### src/rtl/instr_fetch_pkg.sv
// Shared widths and buffer entry type for the instruction fetch unit.
package fetch_pkg;

    localparam int unsigned FETCH_ADDR_W = 6;
    localparam int unsigned FETCH_DATA_W = 16;

    typedef struct packed {
        logic [FETCH_ADDR_W-1:0] addr;
        logic [FETCH_DATA_W-1:0] data;
    } fetch_entry_t;

endpackage

### src/rtl/instr_fetch_if.sv
// PC, ROM and decoder-side signals of the fetch unit, bundled for port connection.
interface instr_fetch_if #(
    parameter int unsigned ADDR_W = 6,
    parameter int unsigned DATA_W = 16
);
    logic [ADDR_W-1:0] pc_addr;
    logic              pc_valid;
    logic              pc_stall;
    logic              flush;
    logic              rom_en;
    logic [ADDR_W-1:0] rom_addr;
    logic [DATA_W-1:0] rom_data;
    logic [DATA_W-1:0] instr;
    logic [ADDR_W-1:0] instr_addr;
    logic              instr_valid;
    logic              instr_ready;

    // Environment side: program counter, ROM and decoder.
    modport master (
        output pc_addr, pc_valid, flush, rom_data, instr_ready,
        input  pc_stall, rom_en, rom_addr, instr, instr_addr, instr_valid
    );

    // Fetch unit side.
    modport slave (
        input  pc_addr, pc_valid, flush, rom_data, instr_ready,
        output pc_stall, rom_en, rom_addr, instr, instr_addr, instr_valid
    );
endinterface

### src/rtl/instr_fetch_fifo.sv
// Instruction buffer: DEPTH-entry synchronous FIFO of fetch entries with a
// synchronous clear. Storage is not reset; only pointers and count are.
module fetch_fifo
    import fetch_pkg::*;
#(
    parameter int unsigned DEPTH = 4,
    localparam int unsigned PTR_W = $clog2(DEPTH),
    localparam int unsigned CNT_W = PTR_W + 1
) (
    input  logic             clk,
    input  logic             clear,
    input  logic             wr_en,
    input  fetch_entry_t     wr_data,
    input  logic             rd_en,
    output fetch_entry_t     rd_data,
    output logic             rd_valid,
    output logic [CNT_W-1:0] count
);

    fetch_entry_t     mem [DEPTH];
    logic [PTR_W-1:0] wr_ptr;
    logic [PTR_W-1:0] rd_ptr;
    logic             pop;

    assign rd_valid = (count != '0);
    assign pop      = rd_en && rd_valid;
    assign rd_data  = mem[rd_ptr];

    // Pointers wrap naturally since DEPTH is a power of two.
    always_ff @(posedge clk) begin
        if (clear) begin
            wr_ptr <= '0;
            rd_ptr <= '0;
            count  <= '0;
        end else begin
            if (wr_en) wr_ptr <= wr_ptr + PTR_W'(1);
            if (pop)   rd_ptr <= rd_ptr + PTR_W'(1);
            case ({wr_en, pop})
                2'b10:   count <= count + CNT_W'(1);
                2'b01:   count <= count - CNT_W'(1);
                default: count <= count;
            endcase
        end
    end

    always_ff @(posedge clk) begin
        if (wr_en && !clear) mem[wr_ptr] <= wr_data;
    end

    // Credit flow control upstream must make a write into a full buffer impossible.
    a_no_overflow: assert property (@(posedge clk)
        !(wr_en && !clear && (count == CNT_W'(DEPTH))));

endmodule

### src/rtl/instr_fetch.sv
// Instruction fetch front end: accepts PC addresses against buffer credit,
// reads a synchronous ROM and queues (addr, data) pairs for the decoder.
module instr_fetch
    import fetch_pkg::*;
#(
    parameter int unsigned ADDR_W = FETCH_ADDR_W,
    parameter int unsigned DATA_W = FETCH_DATA_W,
    parameter int unsigned DEPTH  = 4
) (
    input  logic         clk,
    input  logic         reset,
    instr_fetch_if.slave bus
);

    localparam int unsigned CNT_W = $clog2(DEPTH) + 1;

    logic              accept;
    logic              inflight;
    logic [ADDR_W-1:0] inflight_addr;
    logic [DATA_W-1:0] rom_word;
    logic [CNT_W-1:0]  count;
    logic [CNT_W:0]    credit_used;
    logic              fifo_clear;
    logic              head_valid;
    fetch_entry_t      wr_entry;
    fetch_entry_t      head;

    // Credit uses registered state only, so instr_ready never reaches pc_stall.
    assign credit_used  = {1'b0, count} + (CNT_W+1)'(inflight);
    assign bus.pc_stall = bus.flush || (credit_used >= (CNT_W+1)'(DEPTH));
    assign accept       = bus.pc_valid && !bus.pc_stall;

    assign bus.rom_en   = accept;
    assign bus.rom_addr = bus.pc_addr;

    // One ROM read is outstanding at most one cycle; its address rides alongside.
    always_ff @(posedge clk) begin
        if (reset || bus.flush) begin
            inflight <= 1'b0;
        end else begin
            inflight <= accept;
            if (accept) inflight_addr <= bus.pc_addr;
        end
    end

    assign rom_word   = bus.rom_data;
    assign wr_entry   = '{addr: inflight_addr, data: rom_word};
    assign fifo_clear = reset || bus.flush;

    fetch_fifo #(
        .DEPTH (DEPTH)
    ) u_fifo (
        .clk      (clk),
        .clear    (fifo_clear),
        .wr_en    (inflight),
        .wr_data  (wr_entry),
        .rd_en    (bus.instr_ready),
        .rd_data  (head),
        .rd_valid (head_valid),
        .count    (count)
    );

    assign bus.instr       = head.data;
    assign bus.instr_addr  = head.addr;
    assign bus.instr_valid = head_valid;

endmodule

### src/flat_wrapper.sv
// flat-port wrapper written by rule: the top's interface ports become plain ports
module instr_fetch_flat import fetch_pkg::*;
#(
    parameter int unsigned ADDR_W = FETCH_ADDR_W,
    parameter int unsigned DATA_W = FETCH_DATA_W,
    parameter int unsigned DEPTH  = 4
)
  (clk, reset, bus_pc_addr, bus_pc_valid, bus_flush, bus_rom_data, bus_instr_ready, bus_pc_stall, bus_rom_en, bus_rom_addr, bus_instr, bus_instr_addr, bus_instr_valid);
  instr_fetch_if #(.ADDR_W(ADDR_W), .DATA_W(DATA_W)) bus_i ();
  input  logic clk;
  input  logic reset;
  input wire logic [$bits(bus_i.pc_addr)-1:0] bus_pc_addr;
  input wire logic [$bits(bus_i.pc_valid)-1:0] bus_pc_valid;
  input wire logic [$bits(bus_i.flush)-1:0] bus_flush;
  input wire logic [$bits(bus_i.rom_data)-1:0] bus_rom_data;
  input wire logic [$bits(bus_i.instr_ready)-1:0] bus_instr_ready;
  output wire logic [$bits(bus_i.pc_stall)-1:0] bus_pc_stall;
  output wire logic [$bits(bus_i.rom_en)-1:0] bus_rom_en;
  output wire logic [$bits(bus_i.rom_addr)-1:0] bus_rom_addr;
  output wire logic [$bits(bus_i.instr)-1:0] bus_instr;
  output wire logic [$bits(bus_i.instr_addr)-1:0] bus_instr_addr;
  output wire logic [$bits(bus_i.instr_valid)-1:0] bus_instr_valid;
  assign bus_i.pc_addr = bus_pc_addr;
  assign bus_i.pc_valid = bus_pc_valid;
  assign bus_i.flush = bus_flush;
  assign bus_i.rom_data = bus_rom_data;
  assign bus_i.instr_ready = bus_instr_ready;
  assign bus_pc_stall = bus_i.pc_stall;
  assign bus_rom_en = bus_i.rom_en;
  assign bus_rom_addr = bus_i.rom_addr;
  assign bus_instr = bus_i.instr;
  assign bus_instr_addr = bus_i.instr_addr;
  assign bus_instr_valid = bus_i.instr_valid;
  instr_fetch #(.ADDR_W(ADDR_W), .DATA_W(DATA_W), .DEPTH(DEPTH)) u_core (.clk(clk), .reset(reset), .bus(bus_i));
endmodule
### config.mk
export PLATFORM = sky130hd
export DESIGN_NAME = instr_fetch_flat
export DESIGN_NICKNAME = d
export VERILOG_FILES = /design/src/rtl/instr_fetch_pkg.sv /design/src/rtl/instr_fetch_if.sv /design/src/rtl/instr_fetch_fifo.sv /design/src/rtl/instr_fetch.sv /design/src/flat_wrapper.sv
export SDC_FILE = /design/constraint.sdc
export NUM_CORES = 1
export LEC_CHECK = 0
export ABC_AREA = 1
export BUFFER_PORTS_ARGS = -buffer_cell sky130_fd_sc_hd__buf_2
export CORE_MARGIN = 5
export CORE_UTILIZATION = 54
export DETAILED_ROUTE_END_ITERATION = 10
export PLACE_DENSITY = 0.76
export REMOVE_ABC_BUFFERS = 1
export SLEW_MARGIN = 15
export SYNTH_ARGS = -nofsm -noshare
export SYNTH_HDL_FRONTEND = slang
export SYNTH_SLANG_ARGS = --single-unit
### constraint.sdc
create_clock -name clk -period 2.2 [get_ports clk]
set_input_delay 0.22 -clock clk [delete_from_list [all_inputs] [get_ports clk]]
set_output_delay 0.22 -clock clk [all_outputs]
set_load 0.005 [all_outputs]
After elaboration in Yosys (flattened, before gate mapping). Memories as Yosys holds them, arrays and structs flattened. A register that Yosys moved wholly into a read port is not among the register bits. Index checks and enable logic that the tools add are counted. W data, S select, Z words.

Register bits after elaboration: 14. Bits in writable memories: 88. Input port bits: 27. Output and inout port bits: 31. Logic and storage cells: 30. Memories: 1.

Memory list: u_core.u_fifo.mem (depth 4, bits a word 22, rd ports 1, clocked after memory_dff 1, write ports 1, RTL line instr_fetch_fifo.sv:20) `fetch_entry_t mem [DEPTH];`.

Add/sub/neg operators: 5. Magnitude comparators: 1. Equality and inequality tests: 2. Muxes and demuxes: 5. Bitwise logic cells: 1. Reduce and logical (&&, ||, !) cells: 10.

Operators by type and width (number): $pmux W3 S2 (1); $add A2 B1 Y2 const B (2); $add A3 B1 Y4 (1); $ge A4 B3 Y1 const B (1); $mux W2 (2); $add A3 B1 Y3 const B (1); $logic_and A1 B1 Y1 (3); $reduce_bool A3 Y1 (1); $sub A3 B1 Y3 const B (1); $eq A2 B1 Y1 const B (1); $eq A2 B2 Y1 const B (1); $logic_not A1 Y1 (2); $logic_or A1 B1 Y1 (2); $mux W1 (2); $reduce_and A2 Y1 (1); $reduce_bool A2 Y1 (1); $not A1 Y1 (1).

Longest topological paths before layout.
Depth in word-level cells: 6. Mapped depth: 13. Mapped depth without buffers: 13.

Hierarchy. A second synthesis with hierarchy kept.

Cell total of the unflattened synthesis: 297. Area total of the unflattened synthesis: 4046.4 µm².

By module, submodules not included: fetch_fifo (instances 1, cells an instance 276, area each 3763.6 µm², sequential area each 2822.7 µm²); instr_fetch (instances 1, cells an instance 21, area each 282.8 µm², sequential area each 200.2 µm²).

Worst setup path before layout. Ideal clock, no wire load.

Kind: register -> register. Start: reg u_core.u_fifo.wr_ptr[0]. End: mem u_core.u_fifo.mem[2][0] (netlist name), enable pin. Library setup time: 0.401 ns. Arrival time: 1.531 ns. Data required time: 1.799 ns. Path slack: 0.268 ns. Stages on the path, launching flop included: 5. Path buffers: 0. Clock period less this slack: 1.932 ns. Cell sequence: dfxtp_1 -> inv_1 -> ha_1 -> inv_1 -> nor2_1.

RTL lines: start, declared (RTL line instr_fetch_fifo.sv:21) `logic [PTR_W-1:0] wr_ptr;`; start signal, assigned (RTL line instr_fetch_fifo.sv:36) `if (wr_en) wr_ptr <= wr_ptr + PTR_W'(1);`; end, declared (RTL line instr_fetch_fifo.sv:20).

No word-level cell before the write port.

==> impl_results.md <==
* Status: finished clean
* WL final at 7170 um
* Setup repair bufs after CTS at 0
* Worst clock skew at 11.9 ps
* Worst-Margin Slew at 467 ps
* DR iter-0 viols at 119
* Die area at 9340 um2
* Yosys warns at 0
* Crit path kind: reg2out
* Worst skew pair latency at 350 ps
* Startpoint types: flip-flop
* Top FF cell, synth: edfxtp_1
* Row Count at 31
* Post-synth EDFFs at 94
* Crit path max fanout at 22
* First-pass GRT wire length at 12,000 um
* Dpl ws at 448 ps
* Worst r2r src: u_core.u_fifo.count[1]
* Port Buffers at 57
* Slew headroom at 68.8%
* Hold crit path type: in2reg
* Count leader, synth: edfxtp_1
* Critical Path Sink: bus_instr_addr[3]
* Core area at 7290 um2
* Synth top area share at 69.6%
* WHS Path Cells at 1
* Reg2reg end: u_core.u_fifo.count[2]
* Area grow syn2layout at 12.9%
* Register bit total from synthesis at 104
* Global route overflow at 0
* Critical Path Max Stage Delay at 460 ps
* Pre-antenna DRT Iters at 4
* Final hold vios at 0
* ANT cells at 0
* Antenna Violating Nets Remaining at 0
* Max Freq at 513 MHz
* Hold buffers post-CTS at 0
* Largest vdd supply drop at 353 uV
* Final Net Count at 391
* Number of max-cap violations at 0
* Vias in the first global route at 2,553
* Die Ht at 96.7 um
* Max Buffers Root-to-Sink at 2
* Tcrit/Tclk final at 88.5%
* Placed cell count at 446
* # setup viols final at 0
* Post-Syn Area per Cell at 13.5 um2
* Placer Congestion at 0.842
* Synthesized area at 4060 um2
* Commonest cells post-synth: edfxtp_1, nor2_1, o21ai_0
* Arrival time at the worst endpoint at 1730 ps
* Initial antenna violation count at 0
* Starting Density at 55.6%
* Final core utilization at 62.8%
* Crit-path slowest cell: dfxtp_1
* Clock sinks at 104
* Root Driver: clkbuf_8
* Post-detail-place hpwl at 4580 um
* Post-layout min period at 1950 ps
* Unrepaired setup endpoints after global routing: false
* Post-route DRC at 0
* Gate count of the mapped netlist at 300
* Pin count of the biggest net entering global routing at 45
* Register area share after synthesis at 74.5%
* Pwr dens at 732 nW/um2
* Async SR Flop Fraction at 0%
* Clock-pin slew on the worst setup and hold paths at 90 ps
* Layout cell share with drive strength beyond 1 at 24.2%
* Setup tns final at 0 ps
* Via count at 2,464
* Gr usage total at 16.2%
* Chip width at 96.7 um
* Leakage at 1.65 nW
* Non-Filler Instances at 462
* Final worst slack at 252 ps
* Synth area leaders: edfxtp_1, nor2_1, dfxtp_1, o21ai_0, o22ai_1
* Yosys top cell by area: edfxtp_1
* TritonCTS Buffers at 9
* Htree depth at 3
* WL/cell at 15.5 um
* Drt via density at 5.33
* Worst EP required at 1980 ps
* CP cell instances: inv_2, o21ai_1, o22ai_1, buf_2
* Number of distinct library cells after synthesis at 21
* TritonCTS clock tree: yes
* Critical Path End Type: output port
* R2r setup slk at 400 ps
* IO Count at 58
* Post-cts resize count at 0
* R2R depth at 13
* Slew Viols, Final at 0
## worst max-delay path, delay by kind of cell (launching register included)
family | cells | cell delay [ps]
AOI/OAI and AO/OA | 2 | 370
buffers and inverters | 2 | 550
DFF | 1 | 460
## final cells by class
class	count	area (um2)
clock buffer	13	139
clock inverter	3	42.5
fill	582	2710
inverter	20	82.6
multi-input combinational	157	801
sequential	104	3020
tap	99	124
timing repair buffer	66	365
## where the power goes
part           switching [mW]  total [mW]  internal, mW
Combinational          0.0522      0.0900        0.0378
Sequential            0.00468        2.15          2.15
Clock                   0.581        1.11         0.527
## worst min path at each step
stage,from,endpoint,slack (ps)
after detailed placement,bus_pc_addr[5],u_core.inflight_addr[5],410
after floorplan,bus_pc_addr[0],u_core.inflight_addr[0],320
after global routing,bus_pc_addr[5],u_core.inflight_addr[5],30
final,bus_pc_addr[3],u_core.inflight_addr[3],50
after global placement,bus_pc_addr[5],u_core.inflight_addr[5],410
after CTS,bus_pc_addr[4],u_core.inflight_addr[4],40
## routing by layer
metal / wire length, um / GRT usage [%] / part of all wire [%] / vias up
met5: 0 / 0 / 0 / -
met3: 429 / 3.67 / 6.0 / 12
met2: 3570 / 27.9 / 50 / 81
li1: - / - / - / 1181
met4: 145 / 7.34 / 2.0 / 0
met1: 3020 / 19.4 / 42 / 1190
## sequential cells by signal, indices dropped and copies added (netlist names), named ones only
register              cells
u_core.u_fifo.mem        88
u_core.inflight_addr      6
u_core.u_fifo.count       3
u_core.u_fifo.rd_ptr      2
u_core.u_fifo.wr_ptr      2
u_core.inflight           1
## cell usage in the layout, fill, tap and decap left out, types with 8 or more instances in the layout
cell type and count:
nand2_1 12, buf_4 8, buf_2 57, dfxtp_1 9, inv_1 18, o21ai_1 18, o22ai_1 22, clkbuf_8 9
nor2_1 51, edfxtp_1 94, o21ai_0 30
## cell families (layout without fill, tap and decap cells)
family	after synthesis	count (layout)	share of synthesized area [%]
AO/OA/AOI/OAI	75	75	9.94
adder cells (fa/ha/maj)	6	6	2.04
buffers and inverters	39	102	5.95
flip-flops	104	104	74.5
AND/OR/NAND/NOR	76	76	7.53
## stage by stage
step | power [mW] | instance area, um2 | hold slack, ps
final | 3.35 | 4580 | 53.9
after global routing | 3.46 | 4580 | 33.0
after CTS | 3.38 | 4580 | 35.2
after detailed placement | 2.29 | 4400 | 410
after global placement | 2.29 | 4400 | 410
after floorplan | 2.23 | 3900 | 319
Power figures use the tool's default switching activity.
